==> config.mk <==
export PLATFORM = sky130hd
export DESIGN_NAME = pc_sequencer_flat
export DESIGN_NICKNAME = d
export VERILOG_FILES = /design/src/rtl/pc_sequencer_if.sv /design/src/rtl/pc_sequencer.sv /design/src/flat_wrapper.sv
export SDC_FILE = /design/constraint.sdc
export NUM_CORES = 1
export LEC_CHECK = 0
export CORE_MARGIN = 4
export CORE_UTILIZATION = 41
export DETAILED_ROUTE_END_ITERATION = 16
export HOLD_SLACK_MARGIN = 0.05
export PLACE_DENSITY = 0.77
export SYNTH_ARGS = -nofsm -noshare
export SYNTH_HDL_FRONTEND = slang
export SYNTH_SLANG_ARGS = --single-unit
export TNS_END_PERCENT = 30
==> constraint.sdc <==
create_clock -name clk -period 2.9 [get_ports clk]
set_input_delay 0.58 -clock clk [delete_from_list [all_inputs] [get_ports clk]]
set_output_delay 0.58 -clock clk [all_outputs]
set_load 0.1 [all_outputs]
==> src/rtl/pc_sequencer_if.sv <==
// pc_sequencer_if: redirect controls and PC-state outputs between the control path and the PC unit.
interface pc_sequencer_if #(
  parameter int WIDTH = 32,
  parameter int CNT_WIDTH = 32
);
  logic stall;
  logic branch_taken;
  logic [WIDTH-1:0] branch_target;
  logic jump;
  logic [WIDTH-1:0] jump_target;
  logic exc_req;
  logic eret;
  logic [WIDTH-1:0] pc;
  logic [WIDTH-1:0] pc_plus_inc;
  logic [WIDTH-1:0] epc;
  logic in_trap;
  logic misaligned;
  logic [CNT_WIDTH-1:0] update_count;
  modport master (
    output stall, branch_taken, branch_target, jump, jump_target, exc_req, eret,
    input pc, pc_plus_inc, epc, in_trap, misaligned, update_count
  );
  modport slave (
    input stall, branch_taken, branch_target, jump, jump_target, exc_req, eret,
    output pc, pc_plus_inc, epc, in_trap, misaligned, update_count
  );
endinterface

==> src/rtl/pc_sequencer.sv <==
// pc_sequencer: program counter with reset vector, stall, prioritised redirects and a RUN/TRAP machine.
module pc_sequencer #(
  parameter int WIDTH = 32,
  parameter logic [WIDTH-1:0] RESET_VECTOR = 32'h00400000,
  parameter logic [WIDTH-1:0] TRAP_VECTOR = 32'h80000180,
  parameter int INC = 4,
  parameter int CNT_WIDTH = 32
) (
  input logic clk,
  input logic reset,
  pc_sequencer_if.slave bus
);
  typedef enum logic {RUN = 1'b0, TRAP = 1'b1} state_t;
  state_t r_state = RUN;
  state_t w_state_nx;
  logic [WIDTH-1:0] r_pc = RESET_VECTOR;
  logic [WIDTH-1:0] r_epc = '0;
  logic r_mis = 1'b0;
  logic [CNT_WIDTH-1:0] r_cnt = '0;
  logic [WIDTH-1:0] w_pc_inc, w_sel, w_pc_nx, w_epc_nx;
  logic w_redir, w_mis, w_trap_entry, w_ret, w_upd, w_mis_nx;
  always_comb begin
    w_pc_inc = r_pc + WIDTH'(INC);
    w_sel = bus.jump ? bus.jump_target : bus.branch_target;
    w_redir = bus.jump | bus.branch_taken;
    w_mis = w_redir & (w_sel[1:0] != 2'b00);
    w_trap_entry = (r_state == RUN) & (bus.exc_req | w_mis);
    w_ret = (r_state == TRAP) & ~bus.stall & bus.eret;
  end
  always_comb begin
    w_state_nx = w_trap_entry ? TRAP : w_ret ? RUN : r_state;
  end
  // eret in RUN is a no-op that still advances sequentially, ahead of jump/branch
  always_comb begin
    w_pc_nx = w_trap_entry ? TRAP_VECTOR :
              bus.stall ? r_pc :
              bus.eret ? ((r_state == TRAP) ? r_epc : w_pc_inc) :
              w_redir ? w_sel : w_pc_inc;
    w_epc_nx = w_trap_entry ? r_pc : r_epc;
    w_mis_nx = w_trap_entry ? (r_mis | w_mis) : w_ret ? 1'b0 : r_mis;
    w_upd = w_trap_entry | ~bus.stall;
    bus.pc = r_pc;
    bus.pc_plus_inc = w_pc_inc;
    bus.epc = r_epc;
    bus.in_trap = (r_state == TRAP);
    bus.misaligned = r_mis;
    bus.update_count = r_cnt;
  end
  always_ff @(posedge clk) begin
    if (reset) begin
      r_state <= RUN;
      r_pc <= RESET_VECTOR;
      r_epc <= '0;
      r_mis <= 1'b0;
      r_cnt <= '0;
    end else begin
      r_state <= w_state_nx;
      r_pc <= w_pc_nx;
      r_epc <= w_epc_nx;
      r_mis <= w_mis_nx;
      r_cnt <= r_cnt + CNT_WIDTH'(w_upd);
    end
  end
endmodule
==> src/flat_wrapper.sv <==
// flat-port wrapper written by rule: the top's interface ports become plain ports
module pc_sequencer_flat 
#(
  parameter int WIDTH = 32,
  parameter logic [WIDTH-1:0] RESET_VECTOR = 32'h00400000,
  parameter logic [WIDTH-1:0] TRAP_VECTOR = 32'h80000180,
  parameter int INC = 4,
  parameter int CNT_WIDTH = 32
)
  (clk, reset, bus_stall, bus_branch_taken, bus_branch_target, bus_jump, bus_jump_target, bus_exc_req, bus_eret, bus_pc, bus_pc_plus_inc, bus_epc, bus_in_trap, bus_misaligned, bus_update_count);
  pc_sequencer_if #(.WIDTH(WIDTH), .CNT_WIDTH(CNT_WIDTH)) bus_i ();
  input logic clk;
  input logic reset;
  input wire logic [$bits(bus_i.stall)-1:0] bus_stall;
  input wire logic [$bits(bus_i.branch_taken)-1:0] bus_branch_taken;
  input wire logic [$bits(bus_i.branch_target)-1:0] bus_branch_target;
  input wire logic [$bits(bus_i.jump)-1:0] bus_jump;
  input wire logic [$bits(bus_i.jump_target)-1:0] bus_jump_target;
  input wire logic [$bits(bus_i.exc_req)-1:0] bus_exc_req;
  input wire logic [$bits(bus_i.eret)-1:0] bus_eret;
  output wire logic [$bits(bus_i.pc)-1:0] bus_pc;
  output wire logic [$bits(bus_i.pc_plus_inc)-1:0] bus_pc_plus_inc;
  output wire logic [$bits(bus_i.epc)-1:0] bus_epc;
  output wire logic [$bits(bus_i.in_trap)-1:0] bus_in_trap;
  output wire logic [$bits(bus_i.misaligned)-1:0] bus_misaligned;
  output wire logic [$bits(bus_i.update_count)-1:0] bus_update_count;
  assign bus_i.stall = bus_stall;
  assign bus_i.branch_taken = bus_branch_taken;
  assign bus_i.branch_target = bus_branch_target;
  assign bus_i.jump = bus_jump;
  assign bus_i.jump_target = bus_jump_target;
  assign bus_i.exc_req = bus_exc_req;
  assign bus_i.eret = bus_eret;
  assign bus_pc = bus_i.pc;
  assign bus_pc_plus_inc = bus_i.pc_plus_inc;
  assign bus_epc = bus_i.epc;
  assign bus_in_trap = bus_i.in_trap;
  assign bus_misaligned = bus_i.misaligned;
  assign bus_update_count = bus_i.update_count;
  pc_sequencer #(.WIDTH(WIDTH), .RESET_VECTOR(RESET_VECTOR), .TRAP_VECTOR(TRAP_VECTOR), .INC(INC), .CNT_WIDTH(CNT_WIDTH)) u_core (.clk(clk), .reset(reset), .bus(bus_i));
endmodule
# Word level (Yosys, flattened, before mapping)
# Cells that the tools add are included.
[totals] regBits=98 latch_bits=0 ramBits=0 rom_bits=0 in_bits=71 out_inout_bits=130 wordCells=31 n_memories=0
[classes] add_sub_neg=2 multipliers=0 div=0 n_lt_le_gt_ge=0 eq_ne=1 shift=0 mux=9 n_bitwise=10 reduce_logical=3
[op_table] cell="two-way mux 32 bit" n=6
[op_table] cell="adder 32 x 1 -> 32 bit" n=1
[op_table] cell="adder 32 x 3 -> 32 bit (second input constant)" n=1
[op_table] cell="bitwise AND 1 bit" n=4
[op_table] cell="OR 1 bit" n=4
[op_table] cell="nonzero test 2 bit" n=2
[op_table] cell="two-way mux 1 bit" n=3
[op_table] cell="inequality test 2 x 1 -> 1 bit (second input constant)" n=1
[op_table] cell="NOT 1 bit" n=2
[op_table] cell="OR reduction 2 bit" n=1

# Depth between registers and ports, before layout
[depth] ltp_word=7 ltp_mapped=12 depth_no_buf=12

# Worst setup path before layout
# OpenSTA, ideal clock, no wires.
[synth_timing] path_kind="flip-flop to output port" start="register u_core.r_pc[12] (netlist: u_core.bus.pc[12])" end="output bus_pc_plus_inc[29]" arrival_time_ns=4.002 t_required_ns=2.320 slack_ns=-1.682 stages_incl_launch_ff=7 path_buffers=1 path_cell_list="dfxtp_1 > bufbuf_16 > nand3_1 > nor4_4 > nand4_1 > or3_1 > xnor2_1"
[synth_via] elab_chain_len=1
[synth_rtl] element="start: declaration" line="pc_sequencer.sv:16" rtl="logic [WIDTH-1:0] r_pc = RESET_VECTOR;"
[synth_rtl] element="start signal: assignment" line="pc_sequencer.sv:58" rtl="r_pc <= w_pc_nx;"
[synth_rtl] element="adder 32 x 3 -> 32 bit" line="pc_sequencer.sv:23" rtl="w_pc_inc = r_pc + WIDTH'(INC);"
[synth_rtl] element="end: declaration" line="flat_wrapper.sv:22" rtl="output wire logic [$bits(bus_i.pc_plus_inc)-1:0] bus_pc_plus_inc;"
# No other way between the ends.

# Final worst setup path
[layout_timing] start="register u_core.r_pc[11] (netlist: u_core.bus.pc[11])" end="output bus_pc_plus_inc[29]"
# The elaborated chain is that of the path after synthesis.

==> results by group <==
STA
  • Final hold violations: 0
  • Rel. slew slack: approximately 60%
  • Slew at the pin closest to its max-slew limit: 0.5955 ns
  • Fmax: 344.2 MHz
  • Crit share post-route: 100.2%
  • Final WS setup: -0.005250 ns
  • Slew Limit Fails: 0
  • Tmin final: around 2.9 ns
  • Final setup fails: 1
  • Final Skew: 0.005258 ns
  • RSZ-0062 raised after global routing: true

Logic synthesis
  • Gate count of the mapped netlist: 741
  • Mapped Area: 5684 um2
  • Post-synth ARST share: 0%
  • Cell variety after synth: 59
  • Synth Warn #: 0
  • Synth Area in Simple Gates: 25.75%
  • Post-Synth XOR/XNOR Area: 8.783%
  • Sequential area share after synthesis: 34.51%
  • Multiplexer share of the synthesized area: 1.805%
  • Synth Register Bits: 98
  • Top_reg_cell synth: dfxtp_1
  • Largest family of logic cells by synthesized area: simple AND/OR/NAND/NOR gates
  • Net count after synthesis: 815
  • Syn_area_per_cell: 7.671 um2
  • Number of synthesized flops with an enable pin: 0
  • Adder-Cell Fraction of Synth Area: 0.6604%
  • Compound-gate portion of the synthesized area: 21.64%

Drt
  • Post-route ant nets: 0
  • Vias: 6502
  • WL final: around 22000 um
  • Vias per cell: 5.694
  • First-pass detailed-route iteration total: 5
  • DR iter-0 viols: 628
  • # DRC: 0
  • Routed wire per std cell: 19.06 um

GRT
  • First-pass GRT wire length: 34290 um
  • Tot GR Track Use: 26.70%
  • Vias in the first global route: 6214
  • Initial antenna violation count: 0
  • Total gr overflow: 0
  • Largest net degree at the start of global routing: 45

Placed design
  • Post-DP HPWL: 15780 um
  • Final GP Congestion: 0.8648
  • PortBufs: 200

Floorplan
  • Row count: 42
  • Die Y: about 130 um
  • Core Box Area: 13400 um2
  • Die width: 125.7 um
  • Die Area: between 15000 and 20000 um2
  • Initial Util: 42.42%
  • IO Count: 201

Power
  • Internal power: 0.002406 W
  • Clk pwr share: 28.9%
  • P_sw: 0.001562 W
  • Sw Ratio: 39.36%
  • Leak: approximately 3.6 nW
  • Total power: ~0.0040 W
  • Comb power frac: approximately a third
  • Sequential share of power: a little under two fifths
  • VDD IR max: 0.2577 mV
  • Power Density: 447.3 nW/um2

Clock tree
  • Htree depth: 3
  • CTS Root Cell: clkbuf_16
  • Clk slew on worst S/H paths: 0.07 ns
  • Clock sink count: about 100
  • Inserted Clock Buffers: 9
  • TritonCTS clock tree: yes
  • Clock Latency Late Sink: 0.35 ns
  • Max Root-Sink Buffers: 2

Job
  • Max-cap viol count: 0

Critical path
  • Slowest CP cell: or3_4
  • CP startpoint kind: register
  • Slowest stage delay, CP: 0.42 ns
  • Req. time, crit path: 2.32 ns
  • Worst path arrival time: around 2.3 ns
  • Crit-path cells: nand3_4 > nor4_4 > buf_4 > nand4_1 > or3_4 > xnor2_4 > buf_12
  • CP Capture Type: output port
  • Crit-path max FO: 8
  • Buf/Inv on CP: 2
  • Setup CP Type: reg2out
  • Family with the most delay on the worst path: simple AND/OR/NAND/NOR gates

Outcome
  • Run status: complete, but fails checks
  • Failing checks: setup timing

Finish
  • Final core occ: 66.20%
  • Share of cells above drive strength 1: 30.64%
  • Commonest non-fill, non-tap cell in the layout: buf_4
  • Final net count: 1036
  • Ant diodes: 0
  • Area Growth Syn to Fin: 56.06%
  • Commonest cells after routing, fill and taps aside: buf_4, nand2_1, dfxtp_1, clkdlybuf4s50_1, nor2_1

Worst hold path
  • Hold Crit Class: reg2reg
==> area by class of cell <==
class                           instances  area, um2
Fill cell                            1124       4529
Sequential cell                        98       2014
Inverter                               15      56.30
Clock inverter                          6      51.30
Tap cell                              176      220.2
Clock buffer                            9      225.2
Timing Repair Buffer                  266       2479
Multi-Input combinational cell        572       3825
==> registers in the layout, indices dropped and copies added, names as in the netlist, named ones only <==
name / count
u_core.bus.epc: 32
u_core.bus.pc: 30
u_core.bus.in_trap: 1
u_core.bus.update_count: 32
u_core.bus.misaligned: 1
==> cell families (layout without fill, tap and decap cells) <==
kind of cell               count (synthesis)  count (layout)
and+or+nand+nor                          307             307
adders and majority gates                  3               3
buffers and inverters                     71             296
DFF                                       98              98
xor gates and xnor gates                  57              57
muxes                                     10              10
AOI/OAI and AO/OA                        195             195
==> metal layers <==
metal	routed length, um	up-vias	GRT usage (%)
li1	-	3069	-
met1	9003	3043	34.93
met2	9829	334	42.48
met3	2245	56	6.859
met4	688	0	10.28
met5	0	-	0
==> power by group through the flow <==
| stage | clock, W | sequential (W) | combinational [W] |
|---|---|---|---|
| detailed placement | 0 | 0.00150 | 0.00132 |
| floorplan | 0 | 0.00184 | 0.000553 |
| CTS | 0.00117 | 0.00147 | 0.00134 |
| global route | 0.00122 | 0.00148 | 0.00141 |
| finish | 0.00115 | 0.00147 | 0.00135 |
| global placement | 0 | 0.00150 | 0.00132 |
==> stage by stage <==
step / setup TNS (ns) / setup WS (ns) / hold WS [ns] / cell area, um2 / instances
finish: -0.005250 / -0.005250 / 0.4735 / 8871 / 1142
floorplan: -4.552 / -0.3058 / 0.6258 / 6098 / 741
detailed placement: -4.816 / -0.4297 / 0.4607 / 8378 / 1115
global placement: -3.134 / -0.3501 / 0.4564 / 8378 / 1115
CTS: 0 / 0.002425 / 0.4727 / 8788 / 1141
global route: -0.1878 / -0.08769 / 0.4888 / 8871 / 1142
==> path summary, 6_finish.rpt <==
path | depth (start not counted) | to | slack [ns] | start
max | 7 | bus_pc_plus_inc[29] | -0.005 | u_core.bus.pc[11]
min | 2 | u_core.bus.epc[10] | 0.47 | u_core.bus.epc[10]
max reg2reg | 7 | u_core.bus.pc[8] | 0.63 | u_core.bus.pc[2]
min reg2reg | 2 | u_core.bus.epc[10] | 0.47 | u_core.bus.epc[10]
==> worst reg2reg max path, cell delays in order, from the launching register on <==
cell and delay (ns):
dfxtp_2 0.41, ha_2 0.35, and2_1 0.25, nand4_1 0.23, xnor2_4 0.25, nor2_1 0.07, or3_1 0.34, a311oi_1 0.27
==> synthesized netlist by cell type, types with 8 or more instances <==
cell type  instances  area share [%]
a21oi_1           62             5.5
a221o_1           12             2.1
a221oi_1          12             1.8
buf_1              9            0.59
clkbuf_1          33             2.2
dfxtp_1           98              35
inv_1             15            0.99
mux2i_1            8             1.4
nand2_1          120             7.9
nand3_1           36             3.2
nand4_1           12             1.3
nor2_1            68             4.5
nor3_1            15             1.3
nor4_1             8            0.88
o21ai_0           50             4.4
or3_1              9            0.99
xnor2_1           28             4.3
xor2_1            29             4.5
==> timing repair <==
| item | in CTS | in global routing |
|---|---|---|
| setup endpoints to repair | 14 | 24 |
| resized for setup | 12 | 17 |
| hold buffers | 0 | 0 |
| buffers inserted | 11 | 1 |
| pin swaps | 6 | 6 |
Power figures use the tool's default switching activity.
